[src/rtl/fio_pkg.sv]
// fio_pkg -- definitions shared by the fio_loader block.
//   FIO_OP_LOAD / FIO_OP_DUMP : cmd_op encodings
//   fio_state_e               : controller state encoding
package fio_pkg;

    localparam logic FIO_OP_LOAD = 1'b0;
    localparam logic FIO_OP_DUMP = 1'b1;

    typedef enum logic [1:0] {
        IDLE = 2'd0,
        LOAD = 2'd1,
        DUMP = 2'd2
    } fio_state_e;

endpackage

[src/rtl/fio_skid_fifo.sv]
// fio_skid_fifo -- two-entry FIFO that buffers dump read data ahead of the
// output stream.
//   clk, rst      : clock, asynchronous active-low reset
//   push, wdata   : write one entry (ignored when full)
//   pop, rdata    : rdata shows the head entry; pop removes it (ignored when empty)
//   full, empty   : occupancy flags
//   count         : number of stored entries (0..2)
module fio_skid_fifo #(
    parameter int DATA_W = 8
) (
    input  logic              clk,
    input  logic              rst,
    input  logic              push,
    input  logic              pop,
    input  logic [DATA_W-1:0] wdata,
    output logic [DATA_W-1:0] rdata,
    output logic              full,
    output logic              empty,
    output logic [1:0]        count
);

    logic [DATA_W-1:0] mem_q [2];
    logic              wr_ptr;
    logic              rd_ptr;
    logic [1:0]        cnt_q;
    logic              do_push;
    logic              do_pop;

    assign full    = (cnt_q == 2'd2);
    assign empty   = (cnt_q == 2'd0);
    assign count   = cnt_q;
    assign rdata   = mem_q[rd_ptr];
    assign do_push = push && !full;
    assign do_pop  = pop && !empty;

    always_ff @(posedge clk or negedge rst) begin
        if (!rst) begin
            for (int k = 0; k < 2; k++) begin
                mem_q[k] <= '0;
            end
            wr_ptr <= 1'b0;
            rd_ptr <= 1'b0;
            cnt_q  <= 2'd0;
        end else begin
            if (do_push) begin
                mem_q[wr_ptr] <= wdata;
                wr_ptr        <= ~wr_ptr;
            end
            if (do_pop) begin
                rd_ptr <= ~rd_ptr;
            end
            case ({do_push, do_pop})
                2'b10:   cnt_q <= cnt_q + 2'd1;
                2'b01:   cnt_q <= cnt_q - 2'd1;
                default: cnt_q <= cnt_q;
            endcase
        end
    end

endmodule

[src/rtl/fio_loader.sv]
// fio_loader -- moves word streams into (LOAD) or out of (DUMP) one of
// NUM_CH single-port memory channels.
//
// Build option: define FIO_LOADER_DUMP_EN to include the DUMP state, the
// read path and the output FIFO. Without it a dump command is rejected
// with an err pulse and the read/output ports are tied low.
//
// Ports
//   clk, rst                         : clock, asynchronous active-low reset
//   cmd_valid/ready, cmd_op, cmd_ch,
//   cmd_base, cmd_len                : command handshake (op 0 = load, 1 = dump)
//   in_valid/ready, in_data          : load data stream
//   out_valid/ready, out_data,
//   out_last                         : dump data stream
//   mem_wen, mem_ren                 : per-channel write / read strobes
//   mem_addr, mem_wdata              : broadcast address and write data
//   mem_rdata                        : channel k at [k*DATA_W +: DATA_W], one cycle after mem_ren
//   busy, done, err                  : status (done/err are single-cycle pulses)
//
// State | meaning
// IDLE  | waiting for a command, cmd_ready high
// LOAD  | accepting load beats, then retiring the last registered write
// DUMP  | issuing reads and draining words through the output FIFO
module fio_loader
    import fio_pkg::*;
#(
    parameter int NUM_CH = 4,
    parameter int DATA_W = 256,
    parameter int ADDR_W = 9
) (
    input  logic                        clk,
    input  logic                        rst,
    input  logic                        cmd_valid,
    output logic                        cmd_ready,
    input  logic                        cmd_op,
    // one extra code point so ids beyond the last channel can be presented and rejected
    input  logic [$clog2(NUM_CH+1)-1:0] cmd_ch,
    input  logic [ADDR_W-1:0]           cmd_base,
    input  logic [ADDR_W:0]             cmd_len,
    input  logic                        in_valid,
    output logic                        in_ready,
    input  logic [DATA_W-1:0]           in_data,
    output logic                        out_valid,
    input  logic                        out_ready,
    output logic [DATA_W-1:0]           out_data,
    output logic                        out_last,
    output logic [NUM_CH-1:0]           mem_wen,
    output logic [NUM_CH-1:0]           mem_ren,
    output logic [ADDR_W-1:0]           mem_addr,
    output logic [DATA_W-1:0]           mem_wdata,
    input  logic [NUM_CH*DATA_W-1:0]    mem_rdata,
    output logic                        busy,
    output logic                        done,
    output logic                        err
);

    localparam int CH_W = $clog2(NUM_CH + 1);
`ifdef FIO_LOADER_DUMP_EN
    localparam bit DUMP_EN = 1'b1;
`else
    localparam bit DUMP_EN = 1'b0;
`endif

    fio_state_e        state;
    fio_state_e        state_nxt;
    logic              ready_q;
    logic [CH_W-1:0]   ch_q;
    logic [ADDR_W-1:0] base_q;
    logic [ADDR_W:0]   len_q;
    logic [ADDR_W:0]   idx_q;      // load beats accepted, or dump reads issued
    logic [NUM_CH-1:0] wen_q;
    logic [ADDR_W-1:0] waddr_q;
    logic [DATA_W-1:0] wdata_q;
    logic              done_q;
    logic              done_nxt;
    logic              err_q;
    logic              err_nxt;
    logic              accept;
    logic              beat;
    logic              idx_end;
    logic              dump_step;
    logic              dump_fin;
    logic [NUM_CH-1:0] ch_onehot;
    logic [ADDR_W-1:0] cur_addr;

    // ready_q keeps cmd_ready low while reset is asserted
    assign cmd_ready = ready_q && (state == IDLE);
    assign accept    = cmd_valid && cmd_ready;
    assign idx_end   = (idx_q == len_q);
    assign in_ready  = (state == LOAD) && !idx_end;
    assign beat      = in_valid && in_ready;
    assign cur_addr  = base_q + idx_q[ADDR_W-1:0];   // wraps modulo 2^ADDR_W

    assign mem_wen   = wen_q;
    assign mem_wdata = wdata_q;
    assign done      = done_q;
    assign err       = err_q;

    always_comb begin
        ch_onehot = '0;
        for (int k = 0; k < NUM_CH; k++) begin
            ch_onehot[k] = (ch_q == CH_W'(k));
        end
    end

`ifdef FIO_LOADER_DUMP_EN
    logic              rvalid_q;   // a read issued last cycle returns data now
    logic [ADDR_W:0]   out_idx_q;
    logic [DATA_W-1:0] rd_word;
    logic              pop;
    logic              f_full;
    logic              f_empty;
    logic [1:0]        f_count;
    logic              unused_dump;

    // FIFO occupancy plus the in-flight read must leave room for the new word
    assign dump_step = (state == DUMP) && !idx_end &&
                       (({1'b0, f_count} + {2'b00, rvalid_q}) < 3'd2);
    assign out_valid = !f_empty;
    assign pop       = out_valid && out_ready;
    assign out_last  = out_valid && (out_idx_q == len_q - 1'b1);
    assign dump_fin  = pop && out_last;
    assign mem_ren   = dump_step ? ch_onehot : '0;
    assign mem_addr  = (state == DUMP) ? cur_addr : waddr_q;
    assign busy      = (state != IDLE) || !f_empty;
    assign unused_dump = f_full;

    always_comb begin
        rd_word = '0;
        for (int k = 0; k < NUM_CH; k++) begin
            if (ch_q == CH_W'(k)) begin
                rd_word = mem_rdata[k*DATA_W +: DATA_W];
            end
        end
    end

    always_ff @(posedge clk or negedge rst) begin
        if (!rst) begin
            rvalid_q  <= 1'b0;
            out_idx_q <= '0;
        end else begin
            rvalid_q <= dump_step;
            if (accept) begin
                out_idx_q <= '0;
            end else if (pop) begin
                out_idx_q <= out_idx_q + 1'b1;
            end
        end
    end

    fio_skid_fifo #(
        .DATA_W (DATA_W)
    ) u_fifo (
        .clk   (clk),
        .rst   (rst),
        .push  (rvalid_q),
        .pop   (pop),
        .wdata (rd_word),
        .rdata (out_data),
        .full  (f_full),
        .empty (f_empty),
        .count (f_count)
    );
`else
    logic unused_dump;

    assign dump_step   = 1'b0;
    assign dump_fin    = 1'b0;
    assign out_valid   = 1'b0;
    assign out_last    = 1'b0;
    assign out_data    = '0;
    assign mem_ren     = '0;
    assign mem_addr    = waddr_q;
    assign busy        = (state != IDLE);
    assign unused_dump = ^{mem_rdata, out_ready};
`endif

    always_comb begin
        state_nxt = state;
        done_nxt  = 1'b0;
        err_nxt   = 1'b0;
        case (state)
            IDLE: begin
                if (accept) begin
                    if ((cmd_ch >= CH_W'(NUM_CH)) || ((cmd_op == FIO_OP_DUMP) && !DUMP_EN)) begin
                        err_nxt = 1'b1;
                    end else if (cmd_len == '0) begin
                        done_nxt = 1'b1;
                    end else if (cmd_op == FIO_OP_DUMP) begin
                        state_nxt = DUMP;
                    end else begin
                        state_nxt = LOAD;
                    end
                end
            end
            LOAD: begin
                // idx_end is reached in the cycle the last write is on the bus
                if (idx_end) begin
                    state_nxt = IDLE;
                    done_nxt  = 1'b1;
                end
            end
            DUMP: begin
                if (dump_fin) begin
                    state_nxt = IDLE;
                    done_nxt  = 1'b1;
                end
            end
            default: state_nxt = IDLE;
        endcase
    end

    always_ff @(posedge clk or negedge rst) begin
        if (!rst) begin
            state   <= IDLE;
            ready_q <= 1'b0;
            ch_q    <= '0;
            base_q  <= '0;
            len_q   <= '0;
            idx_q   <= '0;
            wen_q   <= '0;
            waddr_q <= '0;
            wdata_q <= '0;
            done_q  <= 1'b0;
            err_q   <= 1'b0;
        end else begin
            state   <= state_nxt;
            ready_q <= 1'b1;
            done_q  <= done_nxt;
            err_q   <= err_nxt;
            if (accept) begin
                ch_q   <= cmd_ch;
                base_q <= cmd_base;
                len_q  <= cmd_len;
                idx_q  <= '0;
            end else if (beat || dump_step) begin
                idx_q <= idx_q + 1'b1;
            end
            wen_q <= beat ? ch_onehot : '0;
            if (beat) begin
                waddr_q <= cur_addr;
                wdata_q <= in_data;
            end
        end
    end

endmodule

[config.mk]
export PLATFORM = sky130hd
export DESIGN_NAME = fio_loader
export DESIGN_NICKNAME = d
export VERILOG_FILES = /design/src/rtl/fio_pkg.sv /design/src/rtl/fio_skid_fifo.sv /design/src/rtl/fio_loader.sv
export SDC_FILE = /design/constraint.sdc
export NUM_CORES = 1
export LEC_CHECK = 0
export ABC_AREA = 0
export BUFFER_PORTS_ARGS = -buffer_cell sky130_fd_sc_hd__buf_2
export CORE_AREA = 2 2 709 711
export CTS_BUF_LIST = sky130_fd_sc_hd__clkbuf_2 sky130_fd_sc_hd__clkbuf_4 sky130_fd_sc_hd__clkbuf_8
export CTS_CLUSTER_SIZE = 20
export DETAILED_ROUTE_END_ITERATION = 8
export DIE_AREA = 0 0 711 713
export PLACE_DENSITY = 0.3
export SETUP_SLACK_MARGIN = 0.2
export SLEW_MARGIN = 20
export SYNTH_ARGS = -nofsm -noshare
export SYNTH_HDL_FRONTEND = slang
export SYNTH_SLANG_ARGS = --single-unit
[constraint.sdc]
create_clock -name clk -period 3.5 [get_ports clk]
set_clock_uncertainty 0.15 [all_clocks]
set_input_delay 0.35 -clock clk [delete_from_list [all_inputs] [get_ports clk]]
set_output_delay 0.35 -clock clk [all_outputs]
set_load 0.02 [all_outputs]
==> impl_metrics.py <==
metrics = {
    "cts": {
        "cts-htree-levels": 3,
        "cts_tree": "yes",
        "root_buffer": "clkbuf_8",
        "numCtsBuffers": 68,
        "path_clk_slew_ns": 0.06,
        "clkSinkCount": 306,
        "clkLatencyLatePin_ns": 0.76,
        "clk_path_buf_depth": 3,
        "post_cts_buffers": 0,
    },
    "critical_path": {
        "r2r_slack_ns": 0.84,
        "crit_family": "simple AND/OR/NAND/NOR gates",
        "crit_path_max_incr_delay_ns": 0.48,
        "start_kind": "flop",
        "crit_arrival_ns": 2.47,
        "crit_chain": "xnor2_1 -> nand4_1 -> nor3_1 -> buf_4 -> nor2b_1 -> buf_2",
        "end_kind": "output pin",
        "cp_slowest_cell": "dfrtp_1",
        "reg2reg_to": "mem_wdata[156]",
        "worst_ep_required_time_ns": 3.00,
        "ff2ff_path_depth": 5,
        "r2r-start": "state[1]",
        "cp_max_fo": 8,
        "crit_type": "flop to output pin",
        "path_buf_inv": 2,
    },
    "hold_path": {
        "hp-class": "primary input to flop",
        "min_to": "ch_q[1]",
        "min_from": "cmd_valid",
        "min_delay_path_depth": 5,
    },
    "timing": {
        "post-route-min-period_ns": 2.97,
        "period_share_pct": 84.9,
        "max_freq_mhz": 336,
        "final.setup.tns_ns": 0,
        "drv_slew": 0,
        "rsz0062_at_grt": "no",
        "setup_slack_ns": 0.527,
        "slew_headroom_pct": 46.2,
        "hold_viol": 0,
        "worst_slew_pin_slew_ns": 0.801,
        "setup_viol": 0,
        "finalHoldWorstSlack_ns": 0.114,
    },
    "floorplanning": {
        "coreArea_um2": 500000,
        "num_rows": 260,
        "ios": 1844,
        "die_w_um": 711,
        "die_y_um": 713,
        "start_util_pct": 3.00,
        "die_area_um2": 507000,
    },
    "yosys": {
        "yosysSeqAreaShare_pct": 51.1,
        "avgSynthCellArea_um2": 14.1,
        "yosys_most_used_dff": "dfrtp_1",
        "synth_edf_count": 0,
        "synth_area_leaders": "dfrtp_1, mux2_4, buf_4",
        "synth.top_cell.area_share_pct": 51.1,
        "synth-warning-count": 0,
        "synth_top_cell_by_area": "dfrtp_1",
        "mappedNetlistArea_um2": 15000,
        "synth_cells": 1059,
        "ys_seq_elements": 306,
        "yosysUniqueCellTypes": 45,
        "synthArstFlopShare_pct": 100,
    },
    "routing": {
        "drc": 0,
        "firstDrtPassIters": 4,
        "wl_met2_mm": 76.0,
        "avgViaCountPerCell": 1.35,
        "wl_per_cell_um": 18.2,
        "drt_iter0_drc": 447,
        "wl_met3_mm": 20.2,
        "postRouteAntennaNets": 0,
        "num_vias": 11900,
        "drt-total-wl_mm": 160,
        "maxUsedRoutingLayer": "met5",
        "wl_met1_mm": 59.2,
    },
    "outcome": {
        "status": "complete, no violations",
    },
    "job": {
        "drv_cap": 0,
    },
    "grt": {
        "gr-total-overflow": 0,
        "grt_pass1_wl_mm": 187,
        "gr-usage-all-layers_pct": 6.16,
        "grt_pass1_vias": 11700,
        "grt_max_degree": 85,
        "antenna_found_initial": 244,
    },
    "placed_design": {
        "place_congestion": 0.718,
        "io_buffers": 556,
        "dpl_worst_slack_ns": 0.501,
        "dpl.cell_count": 8290,
        "hpwlAfterDp_mm": 144,
    },
    "pwr": {
        "p_per_area_nw_per_um2": 804,
        "irDropWorstVdd_mv": 0.345,
        "power.leakage_nw": 11.3,
    },
    "cells_and_area": {
        "area_growth_pct": 98.4,
        "drive_above_1_share_pct": 48.5,
        "num-nets-final": 3282,
        "layoutNonFillerInstCount": 8787,
    },
}
synthesized netlist by cell type (all sizes together) (3+ instances only):
cell type	number
mux2i	3
nand2	78
o31ai	4
nor2	11
clkbuf	6
a21oi	12
buf	293
xnor2	16
nor2b	3
xor2	3
ha	9
mux2	263
nand4	3
nor4	3
or3	4
nand3	5
inv	6
dfrtp	306
o21ai	4
worst max path at each step:
stage	from	end	cells past startpoint
global placement	state[1]	mem_wdata[156]	5
floorplan	idx_q[0]	mem_addr[8]	7
detailed placement	state[1]	mem_wdata[158]	5
CTS	idx_q[4]	in_ready	6
global route	idx_q[4]	in_ready	6
finish	idx_q[4]	in_ready	6
registers in the layout, indices dropped and copies added, names as in the netlist:
| name | flops |
|---|---|
| mem_wdata | 256 |
| idx_q | 10 |
| len_q | 10 |
| base_q | 9 |
| mem_addr | 9 |
| mem_wen | 4 |
| ch_q | 3 |
| state | 2 |
| done | 1 |
| err | 1 |
| ready_q | 1 |
cells in the final DEF, fill, tap and decap left out, drive strengths merged, types with 5 or more instances in the layout:
cell type,n
nand2,78
conb,263
clkinv,8
mux2,263
xnor2,16
dlygate4sd3,284
clkbuf,104
a21oi,12
nor2,11
diode,94
ha,9
inv,9
buf,589
nand3,5
dfrtp,306
through the flow:
stage	util [%]	cell area, um^2	power [mW]
floorplan	-	16000	12.3
global placement	5.04	25200	19.8
detailed placement	5.04	25200	19.7
CTS	5.90	29500	25.1
global route	5.93	29600	25.3
finish	5.95	29700	23.9
final cells by class:
class | count | area, um^2
Antenna cell | 94 | 235
Clock buffer | 104 | 1290
Clock inverter | 14 | 171
Fill cell | 58900 | 470000
Inverter | 6 | 22.5
Multi-Input combinational cell | 709 | 5930
Sequential cell | 306 | 7660
Tap cell | 6681 | 8360
Timing Repair Buffer | 873 | 6070
power by group:
part	total [mW]	switching (mW)	internal (mW)	leakage [nW]
registers	6.46	1.18	5.29	3.64
clock network	4.52	2.07	2.45	0.768
logic	12.9	8.79	4.13	6.89
layer usage:
metal / track usage, % / vias to the layer above
met5: 0 / -
met4: 1.39 / 40
met3: 2.77 / 263
met2: 10.5 / 906
met1: 7.06 / 5682
li1: - / 4981
worst register-to-register path, cell delays in order (launching register included):
cell and delay (ns):
dfrtp_1 0.40, nor2b_2 0.56, o311a_4 0.52, buf_12 0.30
buf_12 0.28, mux2_4 0.33
kinds of logic (layout without fill, tap and decap cells):
logic type | count (synthesis) | count (layout) | share of synthesized area, %
AOI/OAI and AO/OA | 31 | 31 | 1.32
xor gates and xnor gates | 19 | 19 | 1.11
adders and majority gates | 10 | 10 | 0.885
buffers and inverters | 305 | 997 | 16.0
DFF | 306 | 306 | 51.1
muxes | 266 | 266 | 25.9
other | 2 | 357 | 0.0501
and+or+nand+nor | 120 | 120 | 3.62
timing repair:
item                       4_1_cts  5_1_grt
hold endpoints to repair       591        0
setup endpoints to repair        1        0
hold buffers                   285        0
resized for setup                1        0
Power figures use the tool's default switching activity.
